--- config.mk ---
export PLATFORM = sky130hd
export DESIGN_NAME = serial_subtractor
export DESIGN_NICKNAME = d
export VERILOG_FILES = /design/src/rtl/serial_subtractor_pkg.sv /design/src/rtl/serial_subtractor_full_adder_1b.sv /design/src/rtl/serial_subtractor.sv
export SDC_FILE = /design/constraint.sdc
export NUM_CORES = 1
export LEC_CHECK = 0
export ABC_AREA = 1
export CORE_ASPECT_RATIO = 1.25
export CORE_MARGIN = 2
export CORE_UTILIZATION = 53
export CTS_BUF_LIST = sky130_fd_sc_hd__clkbuf_8
export CTS_CLUSTER_SIZE = 24
export DETAILED_ROUTE_END_ITERATION = 16
export HOLD_SLACK_MARGIN = 0.05
export PLACE_DENSITY = 0.9
export SYNTH_ARGS = -nofsm -noshare
export SYNTH_HDL_FRONTEND = slang
export SYNTH_SLANG_ARGS = --single-unit
--- constraint.sdc ---
create_clock -name clk -period 1.7 [get_ports clk]
set_input_delay 0.17 -clock clk [delete_from_list [all_inputs] [get_ports clk]]
set_output_delay 0.17 -clock clk [all_outputs]
set_load 0.01 [all_outputs]
--- src/rtl/serial_subtractor_pkg.sv ---
// ============================================================================
// Module  : serial_subtractor_pkg
// Purpose : Shared FSM encoding and sizing constants for serial_subtractor.
// Revision: 1.0 - initial release
// ============================================================================
`default_nettype none

package serial_subtractor_pkg;

  typedef enum logic {
    IDLE  = 1'b0,
    SHIFT = 1'b1
  } sub_state_e;

  localparam int DEFAULT_WIDTH = 4;

  // Bit counter must be able to hold the value WIDTH itself.
  function automatic int cnt_width(input int width);
    return $clog2(width + 1);
  endfunction

  localparam int DEFAULT_CNT_W = $clog2(DEFAULT_WIDTH + 1);

endpackage

`default_nettype wire

--- src/rtl/serial_subtractor_full_adder_1b.sv ---
// ============================================================================
// Module  : full_adder_1b
// Purpose : One-bit full adder; the serial subtractor's per-bit datapath.
// Revision: 1.0 - initial release
// ============================================================================
`default_nettype none

module full_adder_1b (
  input  logic a,
  input  logic b,
  input  logic cin,
  output logic s,
  output logic cout
);

  assign s    = a ^ b ^ cin;
  assign cout = (a & b) | (a & cin) | (b & cin);

endmodule

`default_nettype wire

--- src/rtl/serial_subtractor.sv ---
// ============================================================================
// Module  : serial_subtractor
// Purpose : Bit-serial two's-complement a - b, LSB first, with signed overflow.
// Revision: 1.0 - initial release
// ============================================================================
`default_nettype none

module serial_subtractor
  import serial_subtractor_pkg::*;
#(
  parameter int WIDTH = DEFAULT_WIDTH
) (
  input  logic             clk,
  input  logic             rst,
  input  logic             start,
  input  logic [WIDTH-1:0] a,
  input  logic [WIDTH-1:0] b,
  output logic             busy,
  output logic             done,
  output logic [WIDTH-1:0] diff,
  output logic             overflow
);

  localparam int CNT_W = cnt_width(WIDTH);
  localparam logic [CNT_W-1:0] LAST_CNT = CNT_W'(WIDTH - 1);

  sub_state_e       r_state;
  logic [WIDTH-1:0] r_sa;
  logic [WIDTH-1:0] r_sb;
  logic [WIDTH-1:0] r_res;
  logic [CNT_W-1:0] r_cnt;
  logic             r_carry;
  logic             r_a_msb;
  logic             r_b_msb;
  logic             r_busy;
  logic             r_done;
  logic [WIDTH-1:0] r_diff;
  logic             r_ovf;

  logic             w_sum;
  logic             w_cout;
  logic [WIDTH-1:0] w_res_next;

  // a - b computed as a + ~b + 1: the borrow chain starts with carry = 1.
  full_adder_1b u_fa (
    .a    (r_sa[0]),
    .b    (~r_sb[0]),
    .cin  (r_carry),
    .s    (w_sum),
    .cout (w_cout)
  );

  assign w_res_next = {w_sum, r_res[WIDTH-1:1]};

  always_ff @(posedge clk) begin
    if (rst) begin
      r_state <= IDLE;
      r_sa    <= '0;
      r_sb    <= '0;
      r_res   <= '0;
      r_cnt   <= '0;
      r_carry <= 1'b0;
      r_a_msb <= 1'b0;
      r_b_msb <= 1'b0;
      r_busy  <= 1'b0;
      r_done  <= 1'b0;
      r_diff  <= '0;
      r_ovf   <= 1'b0;
    end else begin
      r_done <= 1'b0;
      case (r_state)
        IDLE: begin
          if (start) begin
            r_sa    <= a;
            r_sb    <= b;
            r_a_msb <= a[WIDTH-1];
            r_b_msb <= b[WIDTH-1];
            r_carry <= 1'b1;
            r_cnt   <= '0;
            r_busy  <= 1'b1;
            r_state <= SHIFT;
          end
        end
        SHIFT: begin
          r_res   <= w_res_next;
          r_sa    <= {1'b0, r_sa[WIDTH-1:1]};
          r_sb    <= {1'b0, r_sb[WIDTH-1:1]};
          r_carry <= w_cout;
          r_cnt   <= r_cnt + CNT_W'(1);
          // Final bit: w_sum is the result MSB, so overflow can be judged now.
          if (r_cnt == LAST_CNT) begin
            r_diff  <= w_res_next;
            r_ovf   <= (r_a_msb != r_b_msb) && (w_sum != r_a_msb);
            r_done  <= 1'b1;
            r_busy  <= 1'b0;
            r_state <= IDLE;
          end
        end
        default: r_state <= IDLE;
      endcase
    end
  end

  assign busy     = r_busy;
  assign done     = r_done;
  assign diff     = r_diff;
  assign overflow = r_ovf;

endmodule

`default_nettype wire
==> results_dict.tcl, run 1 <==
set metrics [dict create \
    nFillCells 158 \
    wl_met2_mm 1.06 \
    rr_endpoint "diff[3]$_SDFFE_PP0P_" \
    ys_top_cells_by_area "dfxtp_1 (48%), nand2_1 (15%), nand3_1 (6.7%)" \
    dp_cells 169 \
    fin_setup_tns_ns 0 \
    relSlewSlack_pct 74.0 \
    drc 0 \
    multi_input_area_um2 443 \
    fin_skew_ns 0.00296 \
    cts_setup_buffers 0 \
    gp_congestion 0.730 \
    vias 912 \
    maxCapViolations 0 \
    power.density_nw_per_um2 880 \
    fmax_ghz 0.736 \
    fin_cells 173 \
    crit_type "reg -> reg" \
    firstDrtPassIters 4 \
    arrival_ns 1.52 \
    detail-route-antenna-nets 0 \
    syn_avg_cell_area_um2 7.54 \
    rrSetupSlack_ns 0.34 \
    synth_edf_count 0 \
    setup_ws_ns 0.342 \
    hold_viol_final 0 \
    critPathRequiredTime_ns 1.86 \
    hold_path.startpoint "diff[1]$_SDFFE_PP0P_" \
    cts_buffers 3 \
    ys_async_sr_fraction_pct 0 \
    track_usage_pct 19.9 \
    period_needed_ns 1.36 \
    htree_levels 1 \
    slew_viol_final 0 \
    die_h_um 53.6 \
    r2r_cells 4 \
    place_ws_ns 0.293 \
    pwr-share-clk_pct 30.5 \
    grt_antenna_before_repair 0 \
    peakVddDrop_v 0.000580 \
    final_nets 170 \
    ys.warnings.count 0 \
    die_w_um 43.6 \
    cts_buffer_depth 2 \
    syn_to_final_growth_pct 20.1 \
    grt_remaining_overflow 0 \
    register_area_um2 500 \
    layout-drive-gt1-share_pct 4.55 \
    grt_max_degree 15 \
    dr.first_iter.drc_count 14 \
    syn_inst 138 \
    port_buffers 17 \
    min_path_type "reg -> reg" \
    r2r-start "r_sb[0]$_SDFFE_PP0P_" \
    cts.clk_slew.worst_paths_ns 0.08 \
    worstMarginPinSlew_ns 0.389 \
    period_share_pct 79.9 \
    whs_path_depth 2 \
    synth_seq_area_share_pct 48.1 \
    cts_tree "done" \
    yosysTopAreaCellShare_pct 48.1 \
    num_rows 17 \
    synth_seq_cells 25 \
    ctsResizeCount 0 \
    yosysMostFrequentCell "nand2_1" \
    root_buffer "clkbuf_8" \
    crit_fanout 3 \
    fin_util_pct 69.1 \
    top_layer "met4" \
    grt_pass1_vias 863 \
    hold_buffers 0 \
    wl_met3_um 85 \
    die_area_um2 2340 \
    p_seq_share_pct 57.6 \
    start_util_pct 57.6 \
    dominantRegCellSynth "dfxtp_1" \
    coreArea_um2 1810 \
    drt-total-wl_mm 1.97 \
    status "finished clean" \
    via_per_inst 5.27 \
    wl_met1_um 788 \
    insertion_delay_ns 0.26 \
    netlist_area_um2 1040 \
    rsz0062_at_grt "no" \
    yosys.cell_types.count 18 \
    setup_violations 0 \
    p_sw_w 0.000266 \
    ioPinCount 18 \
    endpoint_kind "flip-flop" \
    post_drt_wl_per_cell_um 11.4 \
    n_antenna_cell 0 \
    min_to "diff[1]$_SDFFE_PP0P_" \
    pwr-share-comb_pct 11.9 \
    synth_common_cells "nand2_1 (41), dfxtp_1 (25), nand3_1 (14)" \
    worstSetupStartpointType "flip-flop" \
    grt_pass1_wl_mm 3.42 \
    syn_nets 153 \
    yosysTopAreaCell "dfxtp_1" \
    cts.sinks 25 \
    power.leakage_nw 0.580 \
    power.internal_w 0.000834 \
    dpl.hpwl_mm 1.44 \
    swShare_pct 24.1 \
]
## cells in the final DEF (no fill, tap or decap)
cell,instances
a21oi_1,10
buf_4,2
clkbuf_8,3
clkdlybuf4s50_1,17
dfxtp_1,25
fa_1,1
ha_1,3
inv_1,14
inv_2,1
nand2_1,41
nand3_1,14
nand3b_1,2
nor2_1,13
nor2_4,1
nor3_1,1
o21ai_0,5
or2_0,1
## logic make-up (layout without fill, tap and decap cells)
logic type      after synthesis  count (layout)  share of synthesized area, %
buf+inv                      21              37                          9.37
fa+ha+maj                     4               4                          5.53
compound gates               15              15                          7.21
flops                        25              25                          48.1
simple gates                 73              73                          29.8
## worst max-delay path, stage by stage, from the launching register on
cell     delay (ns)
dfxtp_1        0.34
fa_1           0.60
inv_1          0.08
o21ai_0        0.18
nor2_1         0.05
## through the flow
stage	hold WS [ns]	instance area, um2	power, W
6_report	0.448	1250	0.00110
5_1_grt	0.487	1250	0.00114
4_1_cts	0.450	1250	0.00110
3_5_place_dp	0.434	1200	0.000777
3_3_place_gp	0.429	1200	0.000769
2_1_floorplan	0.329	1040	0.000732
## routing by layer
metal	vias up	GRT usage, %
met5	-	0
met4	0	7.58
met3	5	3.02
met2	28	39.2
met1	416	20.8
li1	463	-
## final cells by class
type	count	share of cell area, %
inverters	14	4.20
multi-input cells	92	35.4
clock inverters	1	0.300
repair buffers	19	14.8
clock buffers	3	3.30
flip-flops and latches	25	40.0
well taps	19	1.90
## registers in the layout (all words and copies together), names as in the netlist
signal,cells
busy,1
diff,4
done,1
overflow,1
r_a_msb,1
r_b_msb,1
r_carry,1
r_cnt,3
r_res,3
r_sa,4
r_sb,4
r_state,1
## worst max-delay path by stage
stage	from	endpoint	slack (ns)	cells past startpoint
detailed placement	start	r_sb[2]$_SDFFE_PP0P_	0.29	6
global route	r_cnt[0]$_SDFFE_PP0P_	diff[2]$_SDFFE_PP0P_	0.17	7
global placement	start	r_sb[3]$_SDFFE_PP0P_	0.36	5
floorplan	r_sb[0]$_SDFFE_PP0P_	overflow$_SDFFE_PP0P_	0.48	6
finish	r_sb[0]$_SDFFE_PP0P_	diff[3]$_SDFFE_PP0P_	0.34	4
CTS	r_sb[0]$_SDFFE_PP0P_	diff[3]$_SDFFE_PP0P_	0.33	4
## power by group through the flow
stage	Clock (W)	Sequential (W)	Combinational (W)
2_1_floorplan	0	0.000639	0.0000927
3_3_place_gp	0	0.000645	0.000124
3_5_place_dp	0	0.000647	0.000130
4_1_cts	0.000338	0.000633	0.000132
5_1_grt	0.000359	0.000637	0.000148
6_report	0.000335	0.000633	0.000131
(Power assumes the default switching activity.)
==> run 2, diff against run 1 <==
Settings changed: CORE_UTILIZATION 53 to 48, PLACE_DENSITY 0.9 to 0.86.
Clock period 1.7 ns to 1.1 ns, I/O delays scaled along.
==> run 2 against run 1 <==
Net effect: the run now ends with negative setup slack left; die area rose by 9.5%; critical endpoint is now overflow$_SDFFE_PP0P_; worst hold slack got worse by 0.0032 ns; global-route usage fell by 1.2 points; clock skew rose by 0.0020 ns.
==> results_dict.tcl, run 2 (same netlist as run 1, synthesis figures left out) <==
set metrics [dict create \
    track_usage_pct 18.7 \
    placed_cell_area_um2 1260 \
    setup_violations 5 \
    fmax_ghz 0.774 \
    via_per_inst 5.17 \
    fin_skew_ns 0.00498 \
    syn_to_final_growth_pct 33.4 \
    port_buffers 17 \
    hold_buffers 0 \
    cts.clk_slew.worst_paths_ns 0.08 \
    die_area_um2 2560 \
    dpl.hpwl_mm 1.44 \
    grt_remaining_overflow 0 \
    start_util_pct 51.9 \
    die_w_um 45.7 \
    p_sw_w 0.000440 \
    min_path_type "in -> reg" \
    die_h_um 56.1 \
    layout_common_cells "nand2_1 (38), dfxtp_1 (19), nand3_1 (14), nor2_1 (12), clkdlybuf4s50_1 (10)" \
    power.leakage_nw 0.663 \
    n_antenna_cell 0 \
    firstDrtPassIters 4 \
    period_needed_ns 1.29 \
    whs_path_depth 3 \
    post_drt_wl_per_cell_um 11.9 \
    power.density_nw_per_um2 1270 \
    root_buffer "clkbuf_8" \
    maxCapViolations 0 \
    worstMarginPinSlew_ns 0.327 \
    detail-route-antenna-nets 0 \
    rsz0062_at_grt "yes" \
    grt_pass1_vias 862 \
    peakVddDrop_v 0.000965 \
    cp_slowest_stage_delay_ns 0.59 \
    crit_fanout 3 \
    crit_slowest_cell "fa_2" \
    num_rows 18 \
    status "finished with violations" \
    vias 941 \
    slew_viol_final 0 \
    htree_levels 1 \
    nFillCells 158 \
    final_nets 178 \
    ioPinCount 18 \
    fin_setup_tns_ns -0.384 \
    endpoint_kind "flip-flop" \
    grt_max_degree 14 \
    dp_cells 176 \
    drt-total-wl_mm 2.16 \
    stdcell_area_um2 1390 \
    dr.first_iter.drc_count 15 \
    coreArea_um2 2000 \
    critPathRequiredTime_ns 1.28 \
    gp_congestion 0.717 \
    cp_cell_sequence "fa_2, inv_2, nand3b_1, nand2_1, nand2_1, nand2_1" \
    relSlewSlack_pct 78.2 \
    setup_ws_ns -0.192 \
    power.internal_w 0.00132 \
    layout-drive-gt1-share_pct 22.2 \
    arrival_ns 1.47 \
    failed_checks "negative setup slack" \
    drc 0 \
    insertion_delay_ns 0.27 \
    pwr-share-comb_pct 13.9 \
    grt_antenna_before_repair 0 \
    p_seq_share_pct 55.9 \
    fin_cells 182 \
    swShare_pct 25.0 \
    cts.sinks 25 \
    r2r_cells 6 \
    final_common_cell "nand2_1" \
    pwr-share-clk_pct 30.2 \
    crit_type "reg -> reg" \
    hold_viol_final 0 \
    worstSetupStartpointType "flip-flop" \
    crit_top_cell "nand2_1" \
    cts_buffers 3 \
    cts_tree "done" \
    period_share_pct 117 \
    cts_buffer_depth 2 \
    grt_pass1_wl_mm 3.55 \
]
run 2: cell types whose count changed in the layout (fill, tap and decap cells not counted), moves of 5 or more:
| cell | previous run | this run |
|---|---|---|
| buf_4 | 2 | 9 |
| clkdlybuf4s50_1 | 17 | 10 |
| dlygate4sd2_1 | 0 | 7 |
| dfxtp_1 | 25 | 19 |
| dfxtp_2 | 0 | 6 |
| inv_1 | 14 | 9 |
run 2: final cells by class:
| type | instances | area [um2] | area share, % |
|---|---|---|---|
| multi-input cells | 92 | 510 | 36.8 |
| flip-flops and latches | 25 | 508 | 36.6 |
| repair buffers | 27 | 240 | 17.3 |
| inverters | 14 | 60.1 | 4.32 |
| clock buffers | 3 | 41.3 | 2.97 |
| well taps | 20 | 25.0 | 1.80 |
| clock inverters | 1 | 3.75 | 0.270 |
run 2: critical path: cells and delay by family, from the launching register on:
kind,cells,cell delay [ns]
adders and majority gates,1,0.59
and+or+nand+nor,4,0.22
buffers and inverters,1,0.04
DFF,1,0.34
run 2: layer usage:
metal / global-route usage [%] / wire, um / up-vias / part of all wire, %
met4: 10.9 / 62 / 0 / 2.9
li1: - / - / 475 / -
met2: 30.6 / 1110 / 25 / 51
met3: 3.25 / 75 / 7 / 3.5
met1: 21.6 / 915 / 434 / 42
met5: 0 / 0 / - / 0
run 2: power groups by stage:
stage,registers (W),clock network (W),logic [W]
after floorplan,0.000988,0,0.000145
after global placement,0.000995,0,0.000213
after detailed placement,0.000998,0,0.000221
after CTS,0.000981,0.000536,0.000224
after global routing,0.000988,0.000564,0.000278
final,0.000984,0.000532,0.000244
run 2: path summary, 6_finish.rpt:
path / start / end / slack (ns)
worst max-delay path: r_sb[0]$_SDFFE_PP0P_ / overflow$_SDFFE_PP0P_ / -0.19
worst min-delay path: b[3] / r_b_msb$_SDFFE_PP0P_ / 0.45
worst max register to register: r_sb[0]$_SDFFE_PP0P_ / overflow$_SDFFE_PP0P_ / -0.19
worst min register to register: diff[2]$_SDFFE_PP0P_ / diff[2]$_SDFFE_PP0P_ / 0.45
run 2: metrics by stage:
step | utilization, % | setup slack, ns | hold slack, ns | power (W)
floorplan | - | -0.124 | 0.267 | 0.00113
global placement | 62.8 | -0.144 | 0.431 | 0.00121
detailed placement | 62.8 | -0.206 | 0.441 | 0.00122
CTS | 66.7 | -0.206 | 0.439 | 0.00174
global route | 69.3 | -0.252 | 0.479 | 0.00183
finish | 69.3 | -0.192 | 0.445 | 0.00176
run 2: timing repair:
item	4_1_cts	5_1_grt
setup endpoints to repair	17	14
setup buffers	1	1
pin swaps	4	5
cloned	0	0
resized for setup	17	18
==> run 3, diff against run 2 <==
Settings changed: ABC_CLOCK_PERIOD_IN_PS from default to 1100.
==> results of run 3 <==
No change in the layout: final DEF, timing and power equal those of run 2.
